[src/rtl/branch_predictor_unit.sv]
// branch_predictor_unit: direct-mapped BHT with per-entry targets for fetch
// prediction, plus EX-stage branch resolution and mispredict redirect.
// Optional macro BRANCH_PERF_EN adds Perf_Branches / Perf_Mispredicts counters.
//
// Interface semantics: there is no handshake. Ex_Valid qualifies every Ex_*
// input for the current cycle only; with Ex_Valid low the EX side neither
// redirects nor updates the table. The lookup side is always live and
// combinational on F_PC.
module branch_predictor_unit #(
  parameter int PC_W      = 9,
  parameter int BHT_DEPTH = 16,
  parameter int CNT_W     = 2
) (
  input  logic            clk,
  input  logic            reset,
  input  logic [PC_W-1:0] F_PC,
  output logic            Pred_Taken,
  output logic [31:0]     Pred_Target,
  input  logic            Ex_Valid,
  input  logic [PC_W-1:0] Ex_PC,
  input  logic            Ex_Branch,
  input  logic            Ex_Jalr,
  input  logic [31:0]     Ex_AluResult,
  input  logic [31:0]     Ex_Imm,
  input  logic            Ex_PredTaken,
  input  logic [31:0]     Ex_PredTarget,
  output logic [31:0]     PC_Four,
  output logic [31:0]     BrPC,
  output logic            PcSel
`ifdef BRANCH_PERF_EN
  ,
  output logic [31:0]     Perf_Branches,
  output logic [31:0]     Perf_Mispredicts
`endif
);

  localparam int IDX_W = $clog2(BHT_DEPTH);
  localparam int TAG_W = PC_W - IDX_W - 2;
  localparam logic [CNT_W-1:0] CNT_MAX = {CNT_W{1'b1}};
  localparam logic [CNT_W-1:0] CNT_MIN = {CNT_W{1'b0}};
  localparam logic [CNT_W-1:0] CNT_ONE = {{(CNT_W-1){1'b0}}, 1'b1};
  localparam logic [CNT_W-1:0] CNT_WT  = {1'b1, {(CNT_W-1){1'b0}}};
  localparam logic [CNT_W-1:0] CNT_WNT = {1'b0, {(CNT_W-1){1'b1}}};

  logic             valid_q [BHT_DEPTH];
  logic             valid_d [BHT_DEPTH];
  logic [TAG_W-1:0] tag_q   [BHT_DEPTH];
  logic [TAG_W-1:0] tag_d   [BHT_DEPTH];
  logic [CNT_W-1:0] cnt_q   [BHT_DEPTH];
  logic [CNT_W-1:0] cnt_d   [BHT_DEPTH];
  logic [31:0]      tgt_q   [BHT_DEPTH];
  logic [31:0]      tgt_d   [BHT_DEPTH];

  logic [IDX_W-1:0] f_idx, e_idx;
  logic [TAG_W-1:0] f_tag, e_tag;
  logic             f_hit, e_hit;
  logic [31:0]      f_pc32, e_pc32, act_tgt;
  logic             act_taken, mispredict;

  // Fetch-side lookup: reads the registered table, so a same-cycle update is not seen.
  always_comb begin
    f_idx       = F_PC[IDX_W+1:2];
    f_tag       = F_PC[PC_W-1:IDX_W+2];
    f_pc32      = {{(32-PC_W){1'b0}}, F_PC};
    f_hit       = valid_q[f_idx] && (tag_q[f_idx] == f_tag);
    Pred_Taken  = f_hit && cnt_q[f_idx][CNT_W-1];
    Pred_Target = Pred_Taken ? tgt_q[f_idx] : f_pc32 + 32'd4;
  end

  // EX-side resolution: actual outcome vs. the prediction carried with the instruction.
  always_comb begin
    e_idx      = Ex_PC[IDX_W+1:2];
    e_tag      = Ex_PC[PC_W-1:IDX_W+2];
    e_pc32     = {{(32-PC_W){1'b0}}, Ex_PC};
    e_hit      = valid_q[e_idx] && (tag_q[e_idx] == e_tag);
    PC_Four    = e_pc32 + 32'd4;
    act_taken  = Ex_Branch && (Ex_AluResult[0] || Ex_Jalr);
    act_tgt    = Ex_Jalr ? e_pc32 + Ex_AluResult : e_pc32 + Ex_Imm;
    mispredict = !reset && Ex_Valid &&
                 ((act_taken != Ex_PredTaken) || (act_taken && (act_tgt != Ex_PredTarget)));
    PcSel      = mispredict;
    BrPC       = mispredict ? (act_taken ? act_tgt : PC_Four) : 32'd0;
  end

  // Next table contents: train/allocate on resolved branches, drop aliased entries.
  always_comb begin
    valid_d = valid_q;
    tag_d   = tag_q;
    cnt_d   = cnt_q;
    tgt_d   = tgt_q;
    if (Ex_Valid && Ex_Branch) begin
      if (e_hit) begin
        if (act_taken) begin
          if (cnt_q[e_idx] != CNT_MAX) cnt_d[e_idx] = cnt_q[e_idx] + CNT_ONE;
          tgt_d[e_idx] = act_tgt;
        end else if (cnt_q[e_idx] != CNT_MIN) begin
          cnt_d[e_idx] = cnt_q[e_idx] - CNT_ONE;
        end
      end else if (act_taken) begin
        valid_d[e_idx] = 1'b1;
        tag_d[e_idx]   = e_tag;
        tgt_d[e_idx]   = act_tgt;
        cnt_d[e_idx]   = CNT_WT;
      end
    end else if (Ex_Valid && Ex_PredTaken && e_hit) begin
      // A non-branch hit a taken entry: the entry belongs to another PC, retire it.
      valid_d[e_idx] = 1'b0;
    end
  end

  // Table registers; reset clears every entry in one cycle and drops any EX update.
  always_ff @(posedge clk) begin
    if (reset) begin
      for (int i = 0; i < BHT_DEPTH; i++) begin
        valid_q[i] <= 1'b0;
        tag_q[i]   <= '0;
        cnt_q[i]   <= CNT_WNT;
        tgt_q[i]   <= 32'd0;
      end
    end else begin
      valid_q <= valid_d;
      tag_q   <= tag_d;
      cnt_q   <= cnt_d;
      tgt_q   <= tgt_d;
    end
  end

`ifdef BRANCH_PERF_EN
  logic [31:0] perf_br_q, perf_br_d, perf_mis_q, perf_mis_d;

  // Saturating event counters for resolved branches and redirects.
  always_comb begin
    perf_br_d  = perf_br_q;
    perf_mis_d = perf_mis_q;
    if (Ex_Valid && Ex_Branch && (perf_br_q != 32'hFFFF_FFFF)) perf_br_d = perf_br_q + 32'd1;
    if (mispredict && (perf_mis_q != 32'hFFFF_FFFF)) perf_mis_d = perf_mis_q + 32'd1;
  end

  // Counter registers, cleared on reset.
  always_ff @(posedge clk) begin
    if (reset) begin
      perf_br_q  <= 32'd0;
      perf_mis_q <= 32'd0;
    end else begin
      perf_br_q  <= perf_br_d;
      perf_mis_q <= perf_mis_d;
    end
  end

  assign Perf_Branches    = perf_br_q;
  assign Perf_Mispredicts = perf_mis_q;
`endif

endmodule

[config.mk]
export PLATFORM = sky130hd
export DESIGN_NAME = branch_predictor_unit
export DESIGN_NICKNAME = d
export VERILOG_FILES = /design/src/rtl/branch_predictor_unit.sv
export SDC_FILE = /design/constraint.sdc
export NUM_CORES = 2
export LEC_CHECK = 0
export ABC_CLOCK_PERIOD_IN_PS = 9770
export CORE_MARGIN = 3
export CORE_UTILIZATION = 59
export CTS_CLUSTER_DIAMETER = 50
export DETAILED_ROUTE_END_ITERATION = 10
export MAX_ROUTING_LAYER = met4
export PLACE_DENSITY = 0.85
export SETUP_SLACK_MARGIN = 0.02
export SLEW_MARGIN = 10
export SYNTH_ARGS = -nofsm -noshare
export SYNTH_HDL_FRONTEND = slang
export SYNTH_SLANG_ARGS = --single-unit
[constraint.sdc]
create_clock -name clk -period 9.77 [get_ports clk]
set_input_delay 0.977 -clock clk [delete_from_list [all_inputs] [get_ports clk]]
set_output_delay 0.977 -clock clk [all_outputs]
set_load 0.05 [all_outputs]
* Word level (Yosys, flattened, before mapping)
Cells that the tools add are included.
** Storage, ports and cells
- Bits in registers :: 608
- Latch bits :: 0
- Bits in writable memories :: 0
- ROM bits :: 0
- Input bits :: 120
- Logic and storage cells :: 158
- Memories kept :: 0
** Cells by class
- Add/sub/neg operators :: 6
- Multipliers :: 0
- Divide/modulo/power cells :: 0
- $lt $le $gt $ge :: 3
- Eq/ne operators :: 8
- Shift operators :: 0
- Muxes and demuxes :: 46
- Bitwise operators :: 9
- Reduce and logical (&&, ||, !) cells :: 22
** Operator list (number)
- $bwmux 512 :: 1
- $mux 32 :: 12
- $bmux 32 s4 :: 1
- $demux 32 s4 :: 1
- $add 9x32->32 :: 2
- $bwmux 32 :: 2
- $mux 16 :: 4
- $bwmux 48 :: 1
- $and 16x16->16 :: 2
- $ne 32x32->1 :: 1
- $not 16->16 :: 2
- $or 16x16->16 :: 2
- $bmux 3 s4 :: 2
- $add 9x3->10 const B :: 2
- $bmux 2 s4 :: 2
- $mux 3 :: 5
- $demux 3 s4 :: 1
- $logic_and 1x1->1 :: 11
- $ge 5x5->1 const B :: 2
- $mux 2 :: 5
- $not 4->5 :: 2
- $bmux 1 s4 :: 2
- $demux 2 s4 :: 1
- $reduce_bool 2->1 :: 4
- other kinds (15) :: 24

* Logic depth before layout (Yosys ltp)
- Depth after elaboration :: 9
- Gate-level depth with buffers :: 19
- Gate-level depth less buffers :: 12

* Worst setup path before layout
No wires, ideal clock.
- Path type :: in2out
- Start point :: input Ex_Jalr
- End point :: output BrPC[18]
- Arrival :: 5.334 ns
- Path slack :: 3.459 ns
- Stages :: 18
- Buffers on the path :: 7
- Cell sequence :: buf_6 buf_6 buf_4 buf_2 buf_1 mux2_2 ha_1 buf_2 a21oi_1 o211ai_1 nor2_1 nor3_1 xnor2_1 xnor2_1 nand4_1 o31ai_4 buf_4 nor2b_1
** Between the ends
- Word-level cells in the longest chain between the ends :: 6
** RTL lines
- from (decl) :: RTL line 22 : input logic Ex_Jalr,
- $mux 32 or $logic_or 1x1->1 (tied branches) :: RTL line 78, 77
- $ne 32x32->1 or $logic_and 1x1->1 (tied branches) :: RTL line 80, 77
- $logic_and 1x1->1 or $ne 1x1->1 (tied branches) :: RTL line 80 : ((act_taken != Ex_PredTaken) || (act_taken && (act_tgt != Ex_PredTarget)));
- $logic_or 1x1->1 :: RTL line 80
- $logic_and 1x1->1 :: RTL line 79 : mispredict = !reset && Ex_Valid &&
- $mux 32 * :: RTL line 82 : BrPC = mispredict ? (act_taken ? act_tgt : PC_Four) : 32'd0;
- to (decl) :: RTL line 28 : output logic [31:0] BrPC,
Every way passes the cells marked *; elsewhere a longest branch is shown, timed or not.

* Final worst setup path
- Start point :: input Ex_PC[7]
- End point :: output BrPC[11]
** Between the ends
- Word-level cells in the longest chain between the ends :: 7
** RTL lines
- from (decl) :: RTL line 20 : input logic [PC_W-1:0] Ex_PC,
- $add 9x32->32 :: RTL line 78 : act_tgt = Ex_Jalr ? e_pc32 + Ex_AluResult : e_pc32 + Ex_Imm;
- $mux 32 * :: RTL line 78
- $ne 32x32->1 :: RTL line 80
- $logic_and 1x1->1 :: RTL line 80
- $logic_or 1x1->1 :: RTL line 80
- $logic_and 1x1->1 :: RTL line 79
- $mux 32 * :: RTL line 82
Marks and branches as above.

==> flow_metrics.env <==
export IMPL_status="completed"
export IMPL_most_common_layout_cells="818 x nand2_1, 608 x dfxtp_1, 486 x a21oi_1"
export IMPL_netlist_area_leader_share_pct=40.95
export IMPL_grt_pass1_wl_mm=149.0
export IMPL_yosysTopAreaCell="dfxtp_1"
export IMPL_setup_tns_ns=0
export IMPL_regToRegSetupSlack_ns=6.50
export IMPL_yosys_warnings=0
export IMPL_drt_wl_total_mm=98.64
export IMPL_hold_violations=0
export IMPL_drc=0
export IMPL_r2r_start="tag_q[39]"
export IMPL_cts_tree="built"
export IMPL_worstSetupEndpoint="BrPC[11]"
export IMPL_crit_start="Ex_PC[7]"
export IMPL_vdd_drop_max_mv=0.1609
export IMPL_p_leak_nw=11.33
export IMPL_arrival_ns=6.61
export IMPL_end_kind="primary output"
export IMPL_ctsResizeCount=0
export IMPL_dp_hpwl_mm=57.30
export IMPL_antenna_found_initial=5
export IMPL_powerDensity_nw_per_um2=165.2
export IMPL_die_area_um2=53100
export IMPL_chipWidth_um=230.4
export IMPL_setup_viol=0
export IMPL_postCtsSetupBuffers=0
export IMPL_relSlewSlack_pct=8.608
export IMPL_initial_core_util_pct=60.22
export IMPL_synthToLayoutAreaGrowth_pct=14.47
export IMPL_drive_above_1_share_pct=14.16
export IMPL_ctsHoldBuffers=0
export IMPL_syn_inst=3371
export IMPL_placed_area_um2=31950
export IMPL_drv_slew=0
export IMPL_async_reset_ff_share_pct=0
export IMPL_final_common_cell="nand2_1"
export IMPL_cap_violations=0
export IMPL_coreArea_um2=49360
export IMPL_dp_cells=3991
export IMPL_finalInstanceArea_um2=34020
export IMPL_final_cells=4107
export IMPL_hold_class="register to register"
export IMPL_synth_cell_type_count=81
export IMPL_synth_edf_count=0
export IMPL_worstPathMaxFanout=21
export IMPL_drtIter0Drc=4093
export IMPL_gp_congestion=0.9843
export IMPL_grt_max_degree=216
export IMPL_synth_main_ff_cell="dfxtp_1"
export IMPL_ant_nets=0
export IMPL_rr_endpoint="cnt_q[3]"
export IMPL_worst_setup_path_type="input port to primary output"
export IMPL_rsz0062_at_grt="false"
export IMPL_vias=26620
export IMPL_cts_htree_levels=3
export IMPL_post_route_util_pct=68.93
export IMPL_cts_root_buf="clkbuf_16"
export IMPL_start_kind="input port"
export IMPL_drtPass1Iterations=8
export IMPL_post_drt_via_cell_ratio=6.482
export IMPL_cts_max_path_buffers=3
export IMPL_grt_remaining_overflow=0
export IMPL_worstMarginPinSlew_ns=1.369
export IMPL_synth_area_um2=29720
export IMPL_first_global_vias=25820
export IMPL_nets=3532
export IMPL_max_freq_mhz=131.8
export IMPL_synth_area_top_cells="dfxtp_1 41%, mux4_2 16%, nand2_1 10%"
export IMPL_cts_buffers=66
export IMPL_ff2ff_path_depth=8
export IMPL_die_h_um=230.4
export IMPL_worst_skew_pair_late_latency_ns=0.62
export IMPL_ios=218
export IMPL_ys_seq_elements=608
export IMPL_clock_skew_ns=0.01957
export IMPL_post_drt_wl_per_cell_um=24.02
export IMPL_holdWs_ns=0.4502
export IMPL_grt_usage_pct=37.25
export IMPL_clock_sinks=608
export IMPL_io_buffers=195
export IMPL_path_clk_slew_ns=0.06
export IMPL_rows=81
export IMPL_avgSynthCellArea_um2=8.817
export IMPL_post_route_period_util_pct=77.68
export IMPL_synth_yosys_seq_area_share_pct=40.95
export IMPL_critPathRequiredTime_ns=8.79
export IMPL_finalCriticalPeriod_ns=7.589
worst min-delay path by stage:
stage / startpoint / endpoint / depth (start not counted)
after floorplan: tgt_q[160] / tgt_q[160] / 2
final: tgt_q[420] / tgt_q[420] / 2
after global placement: tgt_q[413] / tgt_q[413] / 2
after detailed placement: tgt_q[288] / tgt_q[288] / 2
after global routing: tgt_q[347] / tgt_q[347] / 2
after CTS: tgt_q[420] / tgt_q[420] / 2
worst max-delay path: stages:
cell and delay, ns:
clkdlybuf4s50_1 0.85, ha_1 0.71, nand3_1 0.16, o211ai_1 0.41, o21ai_1 0.21, xnor2_2 0.82, xor2_1 0.14, or4_4 0.55
o31ai_4 0.49, buf_4 0.44, nor2_1 0.08, clkdlybuf4s50_1 0.73
flip-flops by register name (all words and copies together), names as in the netlist, named ones only:
register	count
tag_q	48
cnt_q	32
tgt_q	512
final cells by class:
type                    instances  area [µm²]
well taps                     664       830.8
repair buffers                256        2416
fillers                      3608       15330
clock buffers                  87        1800
diodes                          4       10.01
flip-flops and latches        608       12170
clock inverters                25       257.7
inverters                      17       63.81
multi-input cells            2446       16470
kinds of logic after synthesis:
| kind of cell | after synthesis | share of synthesized area (%) |
|---|---|---|
| simple gates | 1352 | 18.80 |
| compound gates | 683 | 13.30 |
| flops | 608 | 40.95 |
| buf+inv | 338 | 4.803 |
| mux | 291 | 18.56 |
| xor+xnor | 81 | 2.833 |
| fa+ha+maj | 17 | 0.7409 |
| other cells | 1 | 0.01262 |
synthesized netlist by cell type, types with 5 or more instances:
master	n
a211oi_1	74
a21oi_1	486
a21oi_2	8
a311oi_1	12
a31oi_1	5
and2_1	5
and3_1	6
buf_1	17
buf_2	25
buf_4	28
clkbuf_1	248
dfxtp_1	608
ha_1	16
inv_1	17
mux2_2	14
mux2i_1	69
mux4_2	206
nand2_1	822
nand2b_1	19
nand3_1	38
nand3b_1	8
nand4_1	10
nor2_1	356
nor2_2	12
nor2b_1	39
nor3_1	6
o211ai_1	5
o21ai_0	20
o22ai_1	17
o31ai_1	12
xnor2_1	48
xnor3_1	8
xor2_1	22
through the flow:
step                total power, mW  worst slack (ns)
detailed placement            3.224             2.312
global route                  5.755             1.942
finish                        5.619             2.181
floorplan                     2.997             3.459
CTS                           5.594             2.318
global placement              3.224             2.341
power by group:
group	switching, mW	internal (mW)	total, mW
clock network	1.06	1.37	2.43
logic	0.460	0.224	0.684
registers	0.00991	2.50	2.51
total	1.53	4.09	5.62
per-layer routing:
metal | up-vias | global-route usage [%] | wire length, µm
met5 | - | - | 0
met4 | 0 | 21.14 | 5997
met3 | 473 | 8.477 | 12290
met2 | 1969 | 56.36 | 45230
met1 | 12530 | 46.24 | 35110
li1 | 11640 | - | -
(Power assumes the default switching activity.)
